$ cat config.mk
export PLATFORM = sky130hd
export DESIGN_NAME = regfile_wb_arbiter
export DESIGN_NICKNAME = d
export VERILOG_FILES = /design/src/rtl/regfile_wb_arbiter.sv
export SDC_FILE = /design/constraint.sdc
export NUM_CORES = 1
export LEC_CHECK = 0
export ABC_AREA = 1
export BUFFER_PORTS_ARGS = -buffer_cell sky130_fd_sc_hd__buf_2
export CAP_MARGIN = 20
export CORE_ASPECT_RATIO = 0.7
export CORE_MARGIN = 2
export CORE_UTILIZATION = 40
export CTS_BUF_LIST = sky130_fd_sc_hd__clkbuf_16
export DETAILED_ROUTE_END_ITERATION = 7
export PLACE_DENSITY = 0.56
export SETUP_SLACK_MARGIN = 0.2
export SLEW_MARGIN = 20
export SYNTH_ARGS = -nofsm -noshare
export SYNTH_HDL_FRONTEND = slang
export SYNTH_SLANG_ARGS = --single-unit
export TNS_END_PERCENT = 1
$ cat constraint.sdc
create_clock -name clk -period 3.4 [get_ports clk]
set_input_delay 0.17 -clock clk [delete_from_list [all_inputs] [get_ports clk]]
set_output_delay 0.17 -clock clk [all_outputs]
set_load 0.005 [all_outputs]
$ cat src/rtl/regfile_wb_arbiter.sv
// ============================================================================
// Module   : regfile_wb_arbiter
// Purpose  : Two-requester register-file writeback arbiter with 2-entry
//            request FIFOs. Define WB_RR_ARB_EN for round-robin arbitration;
//            otherwise requester 0 has fixed priority.
// Revision : 1.0 - initial release
// ============================================================================
`default_nettype none

module regfile_wb_arbiter #(
  parameter int registerSize  = 8,
  parameter int vectorSize    = 4,
  parameter int selectionBits = 2
) (
  input  logic                                            clk,
  input  logic                                            reset,
  input  logic [1:0]                                      reqValid,
  output logic [1:0]                                      reqReady,
  input  logic [1:0]                                      reqScalar,
  input  logic [1:0][selectionBits:0]                     reqReg,
  input  logic [1:0][vectorSize-1:0][registerSize-1:0]    reqData,
  output logic                                            regWrEnSc,
  output logic                                            regWrEnVec,
  output logic [selectionBits:0]                          regToWrite,
  output logic [vectorSize-1:0][registerSize-1:0]         dataOut,
  output logic [1:0]                                      grant,
  output logic                                            busy
);

  localparam int REG_W   = selectionBits + 1;
  localparam int DATA_W  = vectorSize * registerSize;
  localparam int ENTRY_W = 1 + REG_W + DATA_W;

  logic [1:0]         w_push;
  logic [1:0]         w_head_valid;
  logic [1:0]         w_grant;
  logic [1:0]         w_cnt  [2];
  logic [ENTRY_W-1:0] w_head [2];
  logic [ENTRY_W-1:0] w_sel;

  logic               r_wr_en_sc;
  logic               r_wr_en_vec;
  logic [1:0]         r_grant;
  logic [REG_W-1:0]   r_reg;
  logic [DATA_W-1:0]  r_data;

  generate
    for (genvar i = 0; i < 2; i++) begin : g_fifo
      logic [ENTRY_W-1:0] r_mem [2];
      logic               r_wr_ptr;
      logic               r_rd_ptr;
      logic [1:0]         r_cnt;

      // Readiness comes from the registered count only, so a full FIFO
      // refuses a push even in a cycle where it is also being popped.
      assign reqReady[i]     = (r_cnt < 2'd2);
      assign w_push[i]       = reqValid[i] & reqReady[i];
      assign w_head_valid[i] = (r_cnt != 2'd0);
      assign w_cnt[i]        = r_cnt;
      assign w_head[i]       = r_mem[r_rd_ptr];

      always_ff @(posedge clk) begin
        if (w_push[i]) begin
          r_mem[r_wr_ptr] <= {reqScalar[i], reqReg[i], reqData[i]};
        end
      end

      always_ff @(posedge clk or negedge reset) begin
        if (!reset) begin
          r_wr_ptr <= 1'b0;
          r_rd_ptr <= 1'b0;
          r_cnt    <= 2'd0;
        end else begin
          if (w_push[i]) r_wr_ptr <= ~r_wr_ptr;
          if (w_grant[i]) r_rd_ptr <= ~r_rd_ptr;
          case ({w_push[i], w_grant[i]})
            2'b10:   r_cnt <= r_cnt + 2'd1;
            2'b01:   r_cnt <= r_cnt - 2'd1;
            default: r_cnt <= r_cnt;
          endcase
        end
      end
    end
  endgenerate

`ifdef WB_RR_ARB_EN
  // r_favour names the requester that wins a tie; it flips to the other
  // requester after every grant.
  logic r_favour;

  always_ff @(posedge clk or negedge reset) begin
    if (!reset) begin
      r_favour <= 1'b0;
    end else if (w_grant != 2'b00) begin
      r_favour <= w_grant[0];
    end
  end

  always_comb begin
    w_grant = 2'b00;
    if (w_head_valid == 2'b11) begin
      w_grant = r_favour ? 2'b10 : 2'b01;
    end else begin
      w_grant = w_head_valid;
    end
  end
`else
  always_comb begin
    w_grant = 2'b00;
    if (w_head_valid[0]) begin
      w_grant = 2'b01;
    end else if (w_head_valid[1]) begin
      w_grant = 2'b10;
    end
  end
`endif

  assign w_sel = w_grant[1] ? w_head[1] : w_head[0];

  always_ff @(posedge clk or negedge reset) begin
    if (!reset) begin
      r_wr_en_sc  <= 1'b0;
      r_wr_en_vec <= 1'b0;
      r_grant     <= 2'b00;
      r_reg       <= '0;
      r_data      <= '0;
    end else if (w_grant != 2'b00) begin
      r_wr_en_sc  <= w_sel[ENTRY_W-1];
      r_wr_en_vec <= ~w_sel[ENTRY_W-1];
      r_grant     <= w_grant;
      r_reg       <= w_sel[DATA_W +: REG_W];
      r_data      <= w_sel[DATA_W-1:0];
    end else begin
      r_wr_en_sc  <= 1'b0;
      r_wr_en_vec <= 1'b0;
      r_grant     <= 2'b00;
    end
  end

  assign regWrEnSc  = r_wr_en_sc;
  assign regWrEnVec = r_wr_en_vec;
  assign grant      = r_grant;
  assign regToWrite = r_reg;
  assign dataOut    = r_data;
  assign busy       = (w_cnt[0] != 2'd0) | (w_cnt[1] != 2'd0) | r_wr_en_sc | r_wr_en_vec;

endmodule

`default_nettype wire

==> run summary, run 1 <==
DP HPWL: 11,000 microns
Startpoint type of the worst setup path: flip-flop
H-tree level count: 4
Commonest non-fill, non-tap cell in the layout: nand2_1
Ratio of cells with drive above 1 in the final layout: 0.1758
CTS root buf: clkbuf_16
CTS resizes: 0
Number of synthesized flops with an enable pin: 144
Drt first-iter violations: 368
Synthesized area: 0.007661 sq mm
Post-synthesis cell count: 709
Vias in the first global route: 5,479
GPL Wtd Cong: 0.7375
Clock-pin slew on the worst setup and hold paths: 0.06 ns
Share of power burned in registers: 0.443
Worst setup path class: flip-flop to flip-flop
Num CTS Buffers: 17
GRT Util Overall: 0.1885
WL/cell: 15.68 microns
Non-Filler Instances: 1,153
Setup TNS: 0 ns
Port bufs: 117
Fmax: 0.4471 GHz
Vias after detailed routing: 5,427
Int Power: 5.028 mW
Die span in y: 119.8 microns
Sequential share of the synthesized area: 0.7179
Grt ovf: 0
Max clock buf depth: 2
Nets: 975
Synth Register Bits: 191
Status: completed
Flop2flop setup slack: 1.16 ns
CP arrival: 2.35 ns
GRT met1 Usage: 0.2660
# setup viols final: 0
Clk pwr share: 0.229
Final Hold Viols: 0
Ports: 118
Pwr Density: 799.4 mW/mm^2
Placed Cells: 1,047
Util after Layout: 0.5174
CP required: 3.51 ns
M3 GR Usage: 0.04584
IR Drop Worst-Case VDD: 0.0003311 V
Pin count of the biggest net entering global routing: 48
Antenna violations before repair: 1
First-pass GRT wire length: 28,820 microns
Slew @ Worst Pin: 0.8829 ns
Worst Setup End Kind: flip-flop
Switching Share: 0.3538
Hold/Removal Path Class: primary input to flip-flop
CTS tree: done
Total nets after synthesis: 787
Most frequent cells in the layout: nand2_1 (306), edfxtp_1 (144), buf_2 (117)
Final min period: 2.236 ns
Vias per cell: 4.707
Clock Latency Late Sink: 0.42 ns
WL final: 18,080 microns
Relative slew slack: 0.4100
Async set-reset flop share out of synthesis: 0.2461
Psw: 2.753 mW
Die ar.: 0.02029 sq mm
Final ANT Viol Nets: 0
Final slew viol count: 0
Initial Utilization: 0.4072
Fillers: 1,718
Max-cap violations: 0
Mean Syn Cell Area: 10.81 sq um
Std-Cell Rows: 42
Met2 GRT Util: 0.3003
Ys flop type: edfxtp_1
Syn. warnings: 0
Sink Count: 191
Chip width: 169.4 microns
Area grow syn2layout: 27.05%
Max Clock Skew: 0.01059 ns
Pleak: 4.421 nW
Core area: 0.01881 sq mm
Grt peak-use layer: met2
Max FO, Critical Path: 25
DRC: 0
Crit share post-route: 0.6578
Comb power frac: 0.328
RSZ-0062 raised after global routing: false
Unique masters post-synth: 18
Drt pass-1 iters: 5
[worst max-delay path: stages (launching register included)]
cell and delay [ns]:
dfrtp_1 0.41, inv_1 0.18, nand2_1 0.23, nor2_4 0.73, buf_4 0.36
[per-layer routing]
| metal | part of all wire | wire length [microns] |
|---|---|---|
| met5 | 0 | 0 |
| met4 | 0.0061 | 111 |
| met3 | 0.058 | 1054 |
| met2 | 0.46 | 8269 |
| met1 | 0.48 | 8645 |
[final cells by class]
cell class	count	area (sq um)	area share
clock inverters	15	91.34	0.009384
inverters	87	327.8	0.03368
multi-input cells	401	1697	0.1743
well taps	242	302.8	0.03111
repair buffers	199	1384	0.1422
flip-flops and latches	191	5503	0.5654
clock buffers	17	425.4	0.04371
diodes	1	2.502	0.0002571
[Yosys cell counts, types with 2 or more instances]
cell type	number	area, sq um
nand3_1	72	360.4
clkbuf_1	4	15.01
inv_1	85	319.1
edfxtp_1	144	4324
dfrtp_1	47	1176
nand2_1	306	1149
xor2_1	6	52.55
ha_1	2	25.02
buf_2	18	90.09
inv_2	2	7.510
nand2_2	2	12.51
nor2_1	9	33.78
xnor2_1	2	17.52
buf_6	3	33.78
buf_4	4	30.03
[per-stage QoR]
step	hold slack (ns)	power, mW	setup slack [ns]	area [sq um]
floorplan	-0.1256	5.113	0.8008	7661
finish	0.2291	7.781	1.164	9733
detailed placement	0.3528	6.022	1.139	8483
global route	0.2619	8.376	0.9718	9733
CTS	0.2244	7.865	1.130	9731
global placement	0.3412	5.954	0.7369	8482
[path summary, 6_finish.rpt]
kind / end / cells past startpoint / startpoint
worst max-delay path: g_fifo[0].r_mem[1][28]$_DFFE_PP_ / 4 / g_fifo[0].r_cnt[1]$_DFFE_PN0P_
worst min-delay path: g_fifo[1].r_wr_ptr$_DFFE_PN0P_ / 3 / reqValid[1]
worst max register to register: g_fifo[0].r_mem[1][28]$_DFFE_PP_ / 4 / g_fifo[0].r_cnt[1]$_DFFE_PN0P_
worst min register to register: dataOut[31]$_DFFE_PN0P_ / 2 / dataOut[31]$_DFFE_PN0P_
max in group asynchronous: g_fifo[0].r_rd_ptr$_DFFE_PN0P_ / 3 / reset
min in group asynchronous: dataOut[22]$_DFFE_PN0P_ / 3 / reset
[power groups by stage]
stage	clock network (mW)	registers (mW)	logic (mW)
2_1_floorplan	0	3.46	1.65
3_3_place_gp	0	3.48	2.47
3_5_place_dp	0	3.50	2.53
4_1_cts	1.81	3.45	2.60
5_1_grt	1.92	3.51	2.95
6_report	1.78	3.45	2.55
[cell families (layout without fill, tap and decap cells)]
group           Yosys count  in the layout  share of synthesized area
fa+ha+maj                 2              2                   0.003266
flops                   191            191                     0.7179
xor+xnor                  8              8                   0.009146
simple gates            390            390                     0.2038
compound gates            1              1                  0.0006526
other cells               0              1                          0
buf+inv                 117            318                    0.06516
[state kept, by name (all words and copies together), names as in the netlist]
signal / count
g_fifo.r_rd_ptr: 2
g_fifo.r_cnt: 4
regToWrite: 3
grant: 2
dataOut: 32
g_fifo.r_mem: 144
g_fifo.r_wr_ptr: 2
regWrEnSc: 1
regWrEnVec: 1
[repair_timing]
item,in CTS,in global routing
hold buffers,73,0
endpoints found under the hold margin,191,0
setup buffers,0,0
(Power assumes the default switching activity.)
==> run 2: changes to the inputs <==
==> constraint.sdc (replaced) <==
create_clock -name clk -period 2.2 [get_ports clk]
set_input_delay 0.11 -clock clk [delete_from_list [all_inputs] [get_ports clk]]
set_output_delay 0.11 -clock clk [all_outputs]
set_load 0.005 [all_outputs]
==> run 2 against run 1 <==
Sequential share of layout area down 1.3 points; clock power up 89%; sequential power up 54%; via count up 0.46%; clock-buffer cell count unchanged; utilization up 1.2 points; global-route usage down 0.48 points; first-iteration DRC count down 9.5%; combinational power up 61%; critical path type is now flip-flop to primary output; largest cell class unchanged.
==> run summary, run 2 (synthesis gave the netlist of run 1 again) <==
Relative slew slack: 0.5093 (+0.09933)
Die span in y: 119.8 microns (unchanged)
Final Hold Viols: 0 (unchanged)
Grt ovf: 0 (unchanged)
Fillers: 1,627 (-5.3%)
Total Power: 12.76 mW (+64%)
Startpoint type of the worst setup path: flip-flop
Die ar.: 0.02029 sq mm (unchanged)
DP HPWL: 11,380 microns (+3.4%)
Sink Count: 191 (unchanged)
Initial Utilization: 0.4072 (unchanged)
Final min period: 1.822 ns
Crit share post-route: 0.8282
Drt pass-1 iters: 4 (-1)
GPL Wtd Cong: 0.7582 (+2.8%)
Pin count of the biggest net entering global routing: 48 (unchanged)
First-pass GRT wire length: 28,010 microns (-2.8%)
Std-Cell Rows: 42 (unchanged)
Ratio of cells with drive above 1 in the final layout: 0.1913 (+0.01548)
RSZ-0062 raised after global routing: false
H-tree level count: 4 (unchanged)
GRT Util Overall: 0.1837 (-0.004820)
Max incr delay on CP: 0.44 ns (-0.29 ns)
Chip width: 169.4 microns (unchanged)
CP delay by family, top: buffers and inverters
DRC: 0 (unchanged)
Clock Latency Late Sink: 0.43 ns (about the same)
CTS root buf: clkbuf_16
Most frequent cells in the layout: nand2_1 (306), edfxtp_1 (144), buf_2 (117)
CTS tree: done
Hold_ws: 0.1601 ns (-0.06900 ns)
Final slew viol count: 0 (unchanged)
CP arrival: 1.71 ns (-0.64 ns)
# setup viols final: 0 (unchanged)
Worst Setup End Kind: primary output
Fmax: 0.5489 GHz
IR Drop Worst-Case VDD: 0.0006278 V (+90%)
CP cell instances: nor2_4 > nand2_2 > inv_2 > nand2_1 > buf_2
WL/cell: 15.21 microns (-3.0%)
CP max stage cell: dfrtp_1
Ports: 118 (unchanged)
Final ANT Viol Nets: 0 (unchanged)
Nets: 985 (+1.0%)
Postcts setup bufs: 0 (unchanged)
Setup TNS: 0 ns (unchanged)
Vias in the first global route: 5,367 (-2.0%)
Max FO, Critical Path: 22 (-12%)
Max-cap violations: 0 (unchanged)
Status: completed
WL final: 17,680 microns (-2.2%)
Max reg flops: 144 (unchanged)
Area grow syn2layout: 30.10%
Drt first-iter violations: 333 (-9.5%)
Max Clock Skew: 0.01232 ns (+0.001726 ns)
Antenna violations before repair: 0 (-1)
CP bufs+invs: 2 (unchanged)
Pleak: 4.510 nW (+2.0%)
CP required: 2.09 ns (-1.42 ns)
Core area: 0.01881 sq mm (unchanged)
Worst setup path class: flip-flop to primary output
Commonest non-fill, non-tap cell in the layout: nand2_1
Clock-pin slew on the worst setup and hold paths: 0.07 ns (about the same)
Antenna Cells: 0 (-1)
Num CTS Buffers: 17 (unchanged)
Slew @ Worst Pin: 0.7361 ns (-0.1469 ns)
Vias per cell: 4.692 (-0.32%)
Port bufs: 117 (unchanged)
Max clock buf depth: 2 (unchanged)
Hold/Removal Path Class: primary input to flip-flop
Vias after detailed routing: 5,452 (+0.46%)
Top reg by flops: g_fifo.r_mem
Pwr Density: 1280 mW/mm^2 (+60%)
[run 2: final timing paths]
check                      slack, ns                        endpoint  depth (start not counted)                           start
hold reg to reg                 0.48          dataOut[1]$_DFFE_PN0P_                          2          dataOut[1]$_DFFE_PN0P_
setup / recovery                0.38                            busy                          5  g_fifo[0].r_cnt[0]$_DFFE_PN0P_
min in group asynchronous       0.34         dataOut[24]$_DFFE_PN0P_                          3                           reset
max in group asynchronous       1.30  g_fifo[1].r_rd_ptr$_DFFE_PN0P_                          3                           reset
hold / removal                  0.16  g_fifo[0].r_wr_ptr$_DFFE_PN0N_                          3                     reqValid[0]
setup reg to reg                0.51  g_fifo[1].r_cnt[1]$_DFFE_PN0P_                          7  g_fifo[0].r_cnt[1]$_DFFE_PN0P_
[run 2: stage by stage]
| step | instance area (sq um) | utilization | std cells | worst slack [ns] |
|---|---|---|---|---|
| after CTS | 9967 | 0.5298 | 1162 | 0.3298 |
| after global routing | 9967 | 0.5298 | 1162 | 0.2415 |
| after floorplan | 7666 | - | 709 | -0.3649 |
| after global placement | 8594 | 0.4568 | 1057 | 0.5762 |
| after detailed placement | 8594 | 0.4568 | 1057 | 0.5157 |
| final | 9967 | 0.5298 | 1162 | 0.3780 |
[run 2: where the power goes]
group / switching (mW) / total [mW] / internal, mW
sequential: 0.386 / 5.31 / 4.92
clock: 1.35 / 3.36 / 2.01
combinational: 2.63 / 4.10 / 1.47
[run 2: what timing repair did]
| item | 4_1_cts | 5_1_grt |
|---|---|---|
| endpoints found under the hold margin | 191 | 0 |
| endpoints found under the setup margin | 0 | 0 |
| hold buffers | 73 | 0 |
| gates resized for setup | 0 | 0 |
[run 2: layout make-up]
cell class              count  area (sq um)  share of cell area
clock buffers              17         425.4             0.04268
inverters                  87         326.6             0.03276
clock inverters            15         216.5             0.02172
multi-input cells         401          1697              0.1702
well taps                 242         302.8             0.03038
flip-flops and latches    191          5503              0.5521
repair buffers            209          1496              0.1501
[run 2: worst reg2reg max path, cell delays in order (launching register included)]
cell	delay, ns
dfrtp_1	0.41
inv_1	0.16
nand2_1	0.11
nor2_1	0.27
ha_1	0.33
inv_1	0.07
nand3_1	0.08
xor2_1	0.14
[run 2: layer usage]
layer | wire length, microns | GRT usage | vias up
met4 | 193 | 0.05021 | 0
met3 | 877 | 0.04453 | 19
met5 | 0 | 0 | -
li1 | - | - | 2646
met1 | 8453 | 0.2529 | 2633
met2 | 8150 | 0.2934 | 154
==> run 3: changes to the inputs <==
--- a/config.mk
+++ b/config.mk
@@ -5,7 +5,7 @@
 export SDC_FILE = /design/constraint.sdc
 export NUM_CORES = 1
 export LEC_CHECK = 0
-export ABC_AREA = 1
+export ABC_AREA = 0
 export BUFFER_PORTS_ARGS = -buffer_cell sky130_fd_sc_hd__buf_2
 export CAP_MARGIN = 20
 export CORE_ASPECT_RATIO = 0.7
==> constraint.sdc (replaced) <==
create_clock -name clk -period 1.84 [get_ports clk]
set_input_delay 0.092 -clock clk [delete_from_list [all_inputs] [get_ports clk]]
set_output_delay 0.092 -clock clk [all_outputs]
set_load 0.005 [all_outputs]
==> run 3 against run 2 <==
Die area down 7.1%; largest cell class unchanged; critical path type unchanged; final cell count down 25%; non-clock buffer count up 2.
==> run summary, run 3 <==
Status: completed
Ratio of cells with drive above 1 in the final layout: 0.2908 (+0.09952)
IR Drop Worst-Case VDD: 0.0007857 V (+25%)
CP most frequent cell: buf_6
Final ANT Viol Nets: 0 (unchanged)
Grt ovf: 0 (unchanged)
Largest area contributor in the netlist: edfxtp_1
Commonest non-fill, non-tap cell in the layout: edfxtp_1
Final min period: 1.822 ns
Worst hold path stage count: 3 (unchanged)
Worst Hold Launch: reqValid[1]
Post-synthesis cell count: 427 (-40%)
Post-DP Area: 0.008049 sq mm (-6.3%)
Crit share post-route: 0.9900
Final Hold Viols: 0 (unchanged)
Pin count of the biggest net entering global routing: 60 (+25%)
Syn. warnings: 0 (unchanged)
CP max stage cell: or4_4
Total nets after synthesis: 505 (-36%)
CP cell instances: or2_4 > buf_6 > or4_4 > buf_6
# setup viols final: 0 (unchanged)
Synth Register Bits: 191 (unchanged)
Sink Count: 191 (unchanged)
Pleak: 3.555 nW (-21%)
Worst Setup End Kind: primary output
Hold EP: g_fifo[1].r_wr_ptr$_DFFE_PN0P_
CP arrival: 1.73 ns (+0.02 ns)
CTS tree: done
WL final: 15,630 microns (-12%)
GPL Wtd Cong: 0.7065 (-6.8%)
GRT Util Overall: 0.1762 (-0.007447)
Area grow syn2layout: 32.86%
Top reg by flops: g_fifo.r_mem
Fmax: 0.5490 GHz
Max clock buf depth: 2 (unchanged)
Initial Utilization: 0.4115 (+0.004299)
Pwr Density: 1533 mW/mm^2 (+20%)
RSZ-0062 raised after global routing: true
Startpoint type of the worst setup path: flip-flop
Antenna violations before repair: 2 (+2)
CTS root buf: clkbuf_16
H-tree level count: 4 (unchanged)
Slew @ Worst Pin: 0.5108 ns (-0.2252 ns)
Commonest cells in the netlist: edfxtp_1 (144), dfrtp_1 (47), o22ai_1 (36)
Cell with the most instances after synthesis: edfxtp_1
Async set-reset flop share out of synthesis: 0.2461 (unchanged)
Flop2flop setup slack: 0.25 ns (-0.26 ns)
Std-Cell Rows: 40 (-4.8%)
Reg2Reg Depth: 8 (+1)
Max incr delay on CP: 0.41 ns (-0.03 ns)
Synth top area share: 0.6086 (+0.04413)
DRC: 0 (unchanged)
Num CTS Buffers: 17 (unchanged)
WL/cell: 17.85 microns (+17%)
Relative slew slack: 0.6595 (+0.1502)
CP required: 1.75 ns (-0.34 ns)
Clock-pin slew on the worst setup and hold paths: 0.07 ns (about the same)
Fillers: 1,437 (-12%)
Placed Cells: 762 (-28%)
First-pass GRT wire length: 24,590 microns (-12%)
Unique masters post-synth: 23 (+5)
Drt pass-1 iters: 4 (unchanged)
Worst setup path class: flip-flop to primary output
Number of synthesized flops with an enable pin: 144 (unchanged)
Max reg flops: 144 (unchanged)
Reg2reg end: g_fifo[1].r_cnt[1]$_DFFE_PN0P_
Max Clock Skew: 0.007379 ns (-0.004938 ns)
Port bufs: 117 (unchanged)
Vias after detailed routing: 4,330 (-21%)
Max FO, Critical Path: 2 (-91%)
Clock Latency Late Sink: 0.43 ns (about the same)
Most frequent cells in the layout: edfxtp_1 (144), buf_2 (116), dlygate4sd3_1 (73)
Design Area, Final: 0.009440 sq mm (-5.3%)
Final slew viol count: 0 (unchanged)
Chip width: 163.3 microns (-3.6%)
Top post-synthesis cells by area: edfxtp_1 (61%), dfrtp_1 (17%), mux2i_1 (4.9%), a211oi_1 (3.7%), o22ai_1 (3.2%)
Nets: 708 (-28%)
Core area: 0.01727 sq mm (-8.2%)
Hold/Removal Path Class: primary input to flip-flop
Vias per cell: 4.943 (+5.3%)
Ys flop type: edfxtp_1
Mean Syn Cell Area: 16.64 sq um (+54%)
Drt first-iter violations: 266 (-20%)
Non-Filler Instances: 876 (-25%)
Ports: 118 (unchanged)
Die ar.: 0.01886 sq mm (-7.1%)
Reg-to-reg startpoint: g_fifo[1].r_cnt[1]$_DFFE_PN0P_
Die span in y: 115.5 microns (-3.6%)
Max-cap violations: 0 (unchanged)
Synthesized area: 0.007106 sq mm (-7.3%)
Sequential share of the synthesized area: 0.7741 (+0.05613)
Vias in the first global route: 4,572 (-15%)
DP HPWL: 9387 microns (-17%)
[run 3: cell types whose count changed in the layout (fill, tap and decap cells not counted), moves of 35 or more]
cell	change
o22ai_1	+36
inv_1	-81
nand2_1	-305
nand3_1	-72
nor2b_1	+35
mux2i_1	+35
a211oi_1	+35
[run 3: critical path: cells and delay by family (launching register included)]
kind | cells | cell delay, ns
AND/OR/NAND/NOR | 2 | 0.67
flip-flops | 1 | 0.39
buffers and inverters | 2 | 0.25
[run 3: how the worst max path moves through the flow]
stage,start,depth (start not counted),slack [ns],end
floorplan,g_fifo[0].r_cnt[1]$_DFFE_PN0P_,3,-0.12,g_fifo[0].r_mem[0][0]$_DFFE_PP_
global placement,g_fifo[1].r_cnt[0]$_DFFE_PN0P_,4,0.30,busy
detailed placement,g_fifo[1].r_cnt[0]$_DFFE_PN0P_,7,0.26,g_fifo[1].r_cnt[1]$_DFFE_PN0P_
CTS,g_fifo[1].r_cnt[1]$_DFFE_PN0P_,4,0.002,busy
global route,g_fifo[1].r_cnt[1]$_DFFE_PN0P_,4,-0.03,busy
finish,g_fifo[1].r_cnt[1]$_DFFE_PN0P_,4,0.02,busy
[run 3: logic make-up (layout without fill, tap and decap cells)]
family / after synthesis / after routing / share of synthesized area
AOI/OAI and AO/OA: 107 / 107 / 0.09456
xor gates and xnor gates: 10 / 10 / 0.01233
adders and majority gates: 2 / 2 / 0.003521
buffers and inverters: 32 / 248 / 0.02254
DFF: 191 / 191 / 0.7741
muxes: 37 / 37 / 0.05247
other: 0 / 2 / 0
and+or+nand+nor: 48 / 48 / 0.04050
[run 3: area by class of cell]
cell class | instances | area, sq um | share of cell area
clock buffer | 17 | 425.4 | 0.04506
inverter | 5 | 18.77 | 0.001988
multi-input combinational | 204 | 1480 | 0.1568
antenna | 2 | 5.005 | 0.0005302
clock inverter | 15 | 153.9 | 0.01630
timing repair buffer | 211 | 1563 | 0.1655
tap | 231 | 289.0 | 0.03062
sequential | 191 | 5505 | 0.5832
[run 3: power by group]
group | switching (mW) | internal (mW)
registers | 0.504 | 5.87
logic | 2.56 | 1.96
clock network | 1.67 | 1.91
total | 4.74 | 9.74
[run 3: what timing repair did]
item	in CTS	in global routing
buffers inserted	6	1
endpoints found under the hold margin	161	0
pin swaps	2	1
resized for setup	5	5
setup endpoints to repair	1	24
hold buffers	73	0
[run 3: through the flow]
stage	hold slack [ns]	setup TNS, ns	util	power (mW)	setup slack [ns]
final	0.004881	0	0.5467	14.48	0.01846
after global routing	0.004664	-0.03207	0.5467	15.38	-0.03207
after CTS	0.04116	0	0.5455	14.61	0.001942
after detailed placement	0.09826	0	0.4662	10.74	0.2648
after global placement	0.1027	0	0.4662	10.61	0.2989
after floorplan	-0.2036	-4.494	-	9.081	-0.1248
[run 3: layer usage]
layer / GRT usage / share of wire
met5: 0 / 0
met3: 0.04331 / 0.049
met4: 0.05487 / 0.0094
met1: 0.2390 / 0.48
met2: 0.2841 / 0.46
